==> src/rtl/alu_seq_fsm.sv <==
// Sequencer that drives register-file / I0 bus / ALU enables through a fixed
// read-latch-release pattern for one ALU operation per launch.
module alu_seq_fsm #(
    parameter int              ADDR_W     = 6,
    parameter int              OP_W       = 4,
    parameter int              NUM_REGS   = 4,
    parameter logic [3:0]      START_CODE = 4'b0010,
    parameter logic [OP_W-1:0] IDLE_OP    = '1
) (
    input  logic              clock,
    input  logic              reset,
    input  logic [3:0]        FSM_start,
    input  logic [OP_W-1:0]   opcode,
    input  logic [ADDR_W-1:0] param1,
    input  logic [ADDR_W-1:0] param2,
    input  logic [ADDR_W-1:0] param3,
    input  logic              dest_sel,
    input  logic              unary,
    input  logic              abort,
    output logic              bus_register_out_en,
    output logic              bus_register_input_en,
    output logic              I0_bus_output_en,
    output logic              I0_bus_input_en,
    output logic              latched_bus1_en,
    output logic              latched_bus2_en,
    output logic              alu_bus_out_en,
    output logic [ADDR_W-1:0] register_addr,
    output logic [OP_W-1:0]   alu_control,
    output logic              busy,
    output logic              done
);

    typedef enum logic [3:0] {
        IDLE = 4'd0,
        RD1  = 4'd1,
        LAT1 = 4'd2,
        REL1 = 4'd3,
        RD2  = 4'd4,
        LAT2 = 4'd5,
        REL2 = 4'd6,
        EXE  = 4'd7,
        WB   = 4'd8,
        REL3 = 4'd9,
        DONE = 4'd10
    } state_t;

    localparam logic [ADDR_W-1:0] REG_LIMIT = ADDR_W'(NUM_REGS);

    state_t            state_reg, state_next;
    logic [OP_W-1:0]   op_reg;
    logic [ADDR_W-1:0] p1_reg, p2_reg, p3_reg;
    logic              dest_sel_reg, unary_reg;
    logic              launch;
    logic [ADDR_W-1:0] src_addr, dest_addr;

    assign launch    = (state_reg == IDLE) && (FSM_start == START_CODE);
    assign src_addr  = (state_reg == RD1 || state_reg == LAT1) ? p1_reg : p2_reg;
    assign dest_addr = dest_sel_reg ? p3_reg : p1_reg;

    always_ff @(posedge clock or negedge reset) begin
        if (!reset) begin
            state_reg    <= IDLE;
            op_reg       <= '0;
            p1_reg       <= '0;
            p2_reg       <= '0;
            p3_reg       <= '0;
            dest_sel_reg <= 1'b0;
            unary_reg    <= 1'b0;
        end else begin
            state_reg <= state_next;
            if (launch) begin
                op_reg       <= opcode;
                p1_reg       <= param1;
                p2_reg       <= param2;
                p3_reg       <= param3;
                dest_sel_reg <= dest_sel;
                unary_reg    <= unary;
            end
        end
    end

    always_comb begin
        state_next = state_reg;
        case (state_reg)
            IDLE:    state_next = launch ? RD1 : IDLE;
            RD1:     state_next = LAT1;
            LAT1:    state_next = REL1;
            REL1:    state_next = unary_reg ? EXE : RD2;
            RD2:     state_next = LAT2;
            LAT2:    state_next = REL2;
            REL2:    state_next = EXE;
            EXE:     state_next = WB;
            WB:      state_next = REL3;
            REL3:    state_next = DONE;
            DONE:    state_next = IDLE;
            default: state_next = IDLE;
        endcase
        // Abort only cancels work in flight; a launch from IDLE still proceeds.
        if (state_reg != IDLE && abort) begin
            state_next = IDLE;
        end
    end

    always_comb begin
        bus_register_out_en   = 1'b0;
        bus_register_input_en = 1'b0;
        I0_bus_output_en      = 1'b0;
        I0_bus_input_en       = 1'b0;
        latched_bus1_en       = 1'b0;
        latched_bus2_en       = 1'b0;
        alu_bus_out_en        = 1'b0;
        register_addr         = '0;
        alu_control           = IDLE_OP;
        busy                  = (state_reg != IDLE);
        done                  = (state_reg == DONE);
        case (state_reg)
            RD1, LAT1, RD2, LAT2: begin
                if (src_addr < REG_LIMIT) begin
                    register_addr       = src_addr;
                    bus_register_out_en = 1'b1;
                end else begin
                    I0_bus_output_en = 1'b1;
                end
                latched_bus1_en = (state_reg == LAT1);
                latched_bus2_en = (state_reg == LAT2);
            end
            EXE: alu_bus_out_en = 1'b1;
            WB: begin
                alu_bus_out_en = 1'b1;
                if (dest_addr < REG_LIMIT) begin
                    register_addr         = dest_addr;
                    bus_register_input_en = 1'b1;
                end else begin
                    I0_bus_input_en = 1'b1;
                end
            end
            default: ;
        endcase
        // Opcode is presented from the first latch through write-back.
        case (state_reg)
            LAT1, REL1, RD2, LAT2, REL2, EXE, WB: alu_control = op_reg;
            default: ;
        endcase
    end

endmodule

==> config.mk <==
export PLATFORM = sky130hd
export DESIGN_NAME = alu_seq_fsm
export DESIGN_NICKNAME = d
export VERILOG_FILES = /design/src/rtl/alu_seq_fsm.sv
export SDC_FILE = /design/constraint.sdc
export NUM_CORES = 1
export LEC_CHECK = 0
export BUFFER_PORTS_ARGS = -buffer_cell sky130_fd_sc_hd__buf_2
export CAP_MARGIN = 20
export CORE_MARGIN = 5
export CORE_UTILIZATION = 41
export CTS_CLUSTER_DIAMETER = 80
export CTS_CLUSTER_SIZE = 14
export DETAILED_ROUTE_END_ITERATION = 10
export PLACE_DENSITY = 0.7
export SYNTH_ARGS = -nofsm -noshare
export SYNTH_HDL_FRONTEND = slang
export SYNTH_SLANG_ARGS = --single-unit
==> constraint.sdc <==
create_clock -name clock -period 1.7 [get_ports clock]
set_clock_uncertainty 0.1 [all_clocks]
set_input_delay 0.34 -clock clock [delete_from_list [all_inputs] [get_ports clock]]
set_output_delay 0.34 -clock clock [all_outputs]
set_load 0.01 [all_outputs]
==> results.toml <==
[detailed_routing]
drt_first_iter_violations = 44
drt_pass1_iterations = 4
route.detailed.wl_per_inst_um = 16.1
post_detailed_route_drc_marker_count = 0
detail_route.wirelength_mm = 4.10
count_of_vias_placed_by_the_detailed_router = 1289
routed_via_count_divided_by_cell_count = 5.07
ant_nets = 0

[placed_design]
io_buffer_count = 45
place_hpwl_mm = 2.77
place_inst = 239
place_congestion = 0.820

[pwr]
power.switching_mw = 1.11
internal_power_mw = 2.35
p_seq_share_pct = 34.8
clock_power_share_pct = 15.1
ir_worst_vdd_v = 0.000886
switching_share_pct = 32.0
comb_power_share_pct = 50.1
powerDensity_mw_per_mm2 = 1480
p_leak_nw = 1.18

[run]
drv.max_cap_violation_count = 0

[synthesis]
yosysWarningCount = 0
combinational_family_with_the_most_area_after_synthesis = "multiplexers"
ys_ff_latch = 28
post_synthesis_share_of_cell_area_spent_on_full_adders_half_adders_and_majority_gates_pct = 0
seq_area_frac_synth_pct = 46.6
synth.cell_area_mm2 = 0.00151
synthSimpleGateAreaFrac_pct = 20.7
syn_inst = 126
synth_cell_type_count = 36
synthXorXnorAreaFrac_pct = 0.582
synthMuxAreaShare_pct = 23.4
synthesis.area_per_instance_um2 = 11.9
synth_compound_area_share_pct = 3.33

[sta]
final_max_slew_viol_count = 0
timing_hold_violations_final = 0
post-route-min-period_ns = 2.16
min_period_over_period_pct = 127
max_freq_ghz = 0.464
timing.hold.ws_ns = 0.184
worst_margin_pin_slew_ns = 0.623
rsz0062_at_grt = "yes"
setup_viol = 39
smallest_setup_slack_after_layout_ns = -0.455
worst_slew_margin_rel_pct = 58.5

[floorplan]
floorplan.die_area_mm2 = 0.00498
top_level_ports = 50
floorplan.core_area_mm2 = 0.00361
die-width_um = 70.6
initial_utilization_pct = 41.7
num_rows = 22
die_h_um = 70.6

[finish]
syn2layout_area_growth_pct = 54.7
antennaDiodeCount = 0
finalNonFillerCells = 254
net_count_of_the_finished_layout = 238
drive_above_1_share_pct = 66.0

[critical_path]
crit_path_end_kind = "output pin"
timing.rr.start = "state_reg[1]"
setup.worst_path.start = "p1_reg[2]"
worst_setup_path_start_kind = "register"
crit_path_class = "reg -> out"
worst-endpoint-arrival_ns = 1.72
crit_required_ns = 1.26
cp_max_fo = 4

[clock_network]
cts-buffers-inserted = 3
tritoncts_clock_tree = "yes"
tritoncts_num_sinks = 28
cts_root_buf = "sky130_fd_sc_hd__clkbuf_8"
cts_max_level = 1
clk_pin_slew_ns = 0.10
worstSkewPairLatency_ns = 0.27
buffer_depth_of_the_longest_clock_path = 2

[global_routing]
grt_first_pass_wirelength_mm = 6.73
grt_overflow_total = 0
grtUsageTotal_pct = 17.1
number_of_antenna_violations_at_the_first_check_in_global_routing = 0
first_global_vias = 1364
grt_max_degree = 29

[run_status]
violations = "setup timing"
run_status = "finished with violations"

[worst_hold_path]
worst_hold_startpoint = "abort"
worstHoldPathType = "in -> reg"
## per-stage QoR
stage	total power, mW	util, %	instance area [um^2]	setup TNS (ns)	setup slack (ns)
after global placement	2.53	54.5	1970	-1.44	-0.135
final	3.46	64.6	2330	-9.41	-0.455
after CTS	3.40	63.8	2300	-8.88	-0.434
after detailed placement	2.57	54.5	1970	-2.18	-0.150
after global routing	3.64	64.6	2330	-11.50	-0.495
after floorplan	1.97	-	1540	-0.00450	-0.00450
## final cells by class
cell class | count | area (um^2)
inverters | 2 | 7.51
fillers | 271 | 1280
well taps | 48 | 60.1
repair buffers | 83 | 633
flip-flops and latches | 28 | 702
clock buffers | 3 | 41.3
clock inverters | 1 | 30.0
multi-input cells | 89 | 855
## worst max-delay path, stage by stage (launching register included)
cell	delay (ns)
sky130_fd_sc_hd__dfrtp_1	0.39
sky130_fd_sc_hd__or4_4	0.60
sky130_fd_sc_hd__nor2_4	0.13
sky130_fd_sc_hd__nand3_1	0.09
sky130_fd_sc_hd__nand3_1	0.09
sky130_fd_sc_hd__buf_2	0.14
## routing by layer
layer	share of wire (%)	global-route usage, %	vias up
met5	0	0	-
met1	41	20.5	625
met4	2.0	6.68	0
met3	6.0	2.84	8
li1	-	-	602
met2	51	30.6	54
## cell families (layout without fill, tap and decap cells)
| kind of cell | count (synthesis) | count (layout) |
|---|---|---|
| AOI/OAI and AO/OA | 9 | 9 |
| xor gates and xnor gates | 1 | 1 |
| buffers and inverters | 12 | 89 |
| DFF | 28 | 28 |
| muxes | 25 | 25 |
| other | 1 | 4 |
| and+or+nand+nor | 50 | 50 |
## power by group through the flow
stage	Clock, mW	Sequential, mW	Combinational, mW
3_3_place_gp	0	1.17	1.36
2_1_floorplan	0	1.11	0.857
3_5_place_dp	0	1.19	1.38
6_report	0.521	1.20	1.73
5_1_grt	0.554	1.23	1.85
4_1_cts	0.532	1.18	1.69
## cells in the final DEF, fill, tap and decap left out, drive strengths merged
cell type,n
or3,1
buf,82
inv,2
mux2,24
a31oi,2
bufinv,1
nand2b,6
conb,4
and2,1
dlygate4sd3,1
and3,1
nand2,6
nand3,9
nor3b,2
nor2,8
or3b,1
nor4b,2
o31ai,1
a21oi,1
nor4,3
or4b,1
dfrtp,28
or4,1
o21ai,5
nand4,2
nand3b,1
mux2i,1
nor3,4
clkbuf,3
or2,1
xor2,1
## synth_stat cells
master | number | area [um^2]
sky130_fd_sc_hd__a21oi_1 | 1 | 5.00
sky130_fd_sc_hd__and2_1 | 1 | 6.26
sky130_fd_sc_hd__o31ai_1 | 1 | 7.51
sky130_fd_sc_hd__or4b_4 | 1 | 13.8
sky130_fd_sc_hd__buf_2 | 3 | 15.0
sky130_fd_sc_hd__conb_1 | 1 | 3.75
sky130_fd_sc_hd__or3b_2 | 1 | 8.76
sky130_fd_sc_hd__nand2_1 | 6 | 22.5
sky130_fd_sc_hd__clkbuf_1 | 1 | 3.75
sky130_fd_sc_hd__mux2_2 | 5 | 56.3
sky130_fd_sc_hd__nor4_1 | 3 | 18.8
sky130_fd_sc_hd__inv_1 | 2 | 7.51
sky130_fd_sc_hd__o21ai_0 | 4 | 20.0
sky130_fd_sc_hd__nand2b_1 | 6 | 37.5
sky130_fd_sc_hd__a31oi_1 | 2 | 12.5
sky130_fd_sc_hd__nor4b_1 | 1 | 8.76
sky130_fd_sc_hd__nand3_1 | 8 | 40.0
sky130_fd_sc_hd__nor3_1 | 4 | 20.0
sky130_fd_sc_hd__and3_1 | 1 | 6.26
sky130_fd_sc_hd__dfrtp_1 | 28 | 701
sky130_fd_sc_hd__nor2_2 | 1 | 6.26
sky130_fd_sc_hd__xor2_1 | 1 | 8.76
sky130_fd_sc_hd__nand3_4 | 1 | 17.5
sky130_fd_sc_hd__o21ai_1 | 1 | 5.00
sky130_fd_sc_hd__or2_2 | 1 | 6.26
sky130_fd_sc_hd__mux2_4 | 19 | 285
sky130_fd_sc_hd__buf_6 | 2 | 22.5
sky130_fd_sc_hd__or3_1 | 1 | 6.26
sky130_fd_sc_hd__nand3b_1 | 1 | 7.51
sky130_fd_sc_hd__mux2i_1 | 1 | 10.0
sky130_fd_sc_hd__nand4_1 | 2 | 12.5
sky130_fd_sc_hd__nor3b_1 | 2 | 15.0
sky130_fd_sc_hd__nor4b_4 | 1 | 23.8
sky130_fd_sc_hd__buf_4 | 4 | 30.0
sky130_fd_sc_hd__or4_1 | 1 | 7.51
sky130_fd_sc_hd__nor2_1 | 7 | 26.3
## timing repair
item | 4_1_cts | 5_1_grt
gates resized for setup | 34 | 11
pin swaps | 5 | 2
hold buffers | 1 | 0
buffers inserted | 6 | 2
gates cloned | 3 | 0
hold endpoints to repair | 28 | 0
setup endpoints to repair | 38 | 40
## path summary, 6_finish.rpt
kind	endpoint	slack [ns]	cells after the start
min in group asynchronous	unary_reg	0.51	2
worst max register to register	op_reg[0]	-0.23	9
worst min register to register	op_reg[2]	0.42	1
worst min-delay path	state_reg[3]	0.18	2
worst max-delay path	register_addr[0]	-0.46	5
max in group asynchronous	state_reg[3]	0.56	2
No activity file was read; power rests on OpenSTA's default activity.
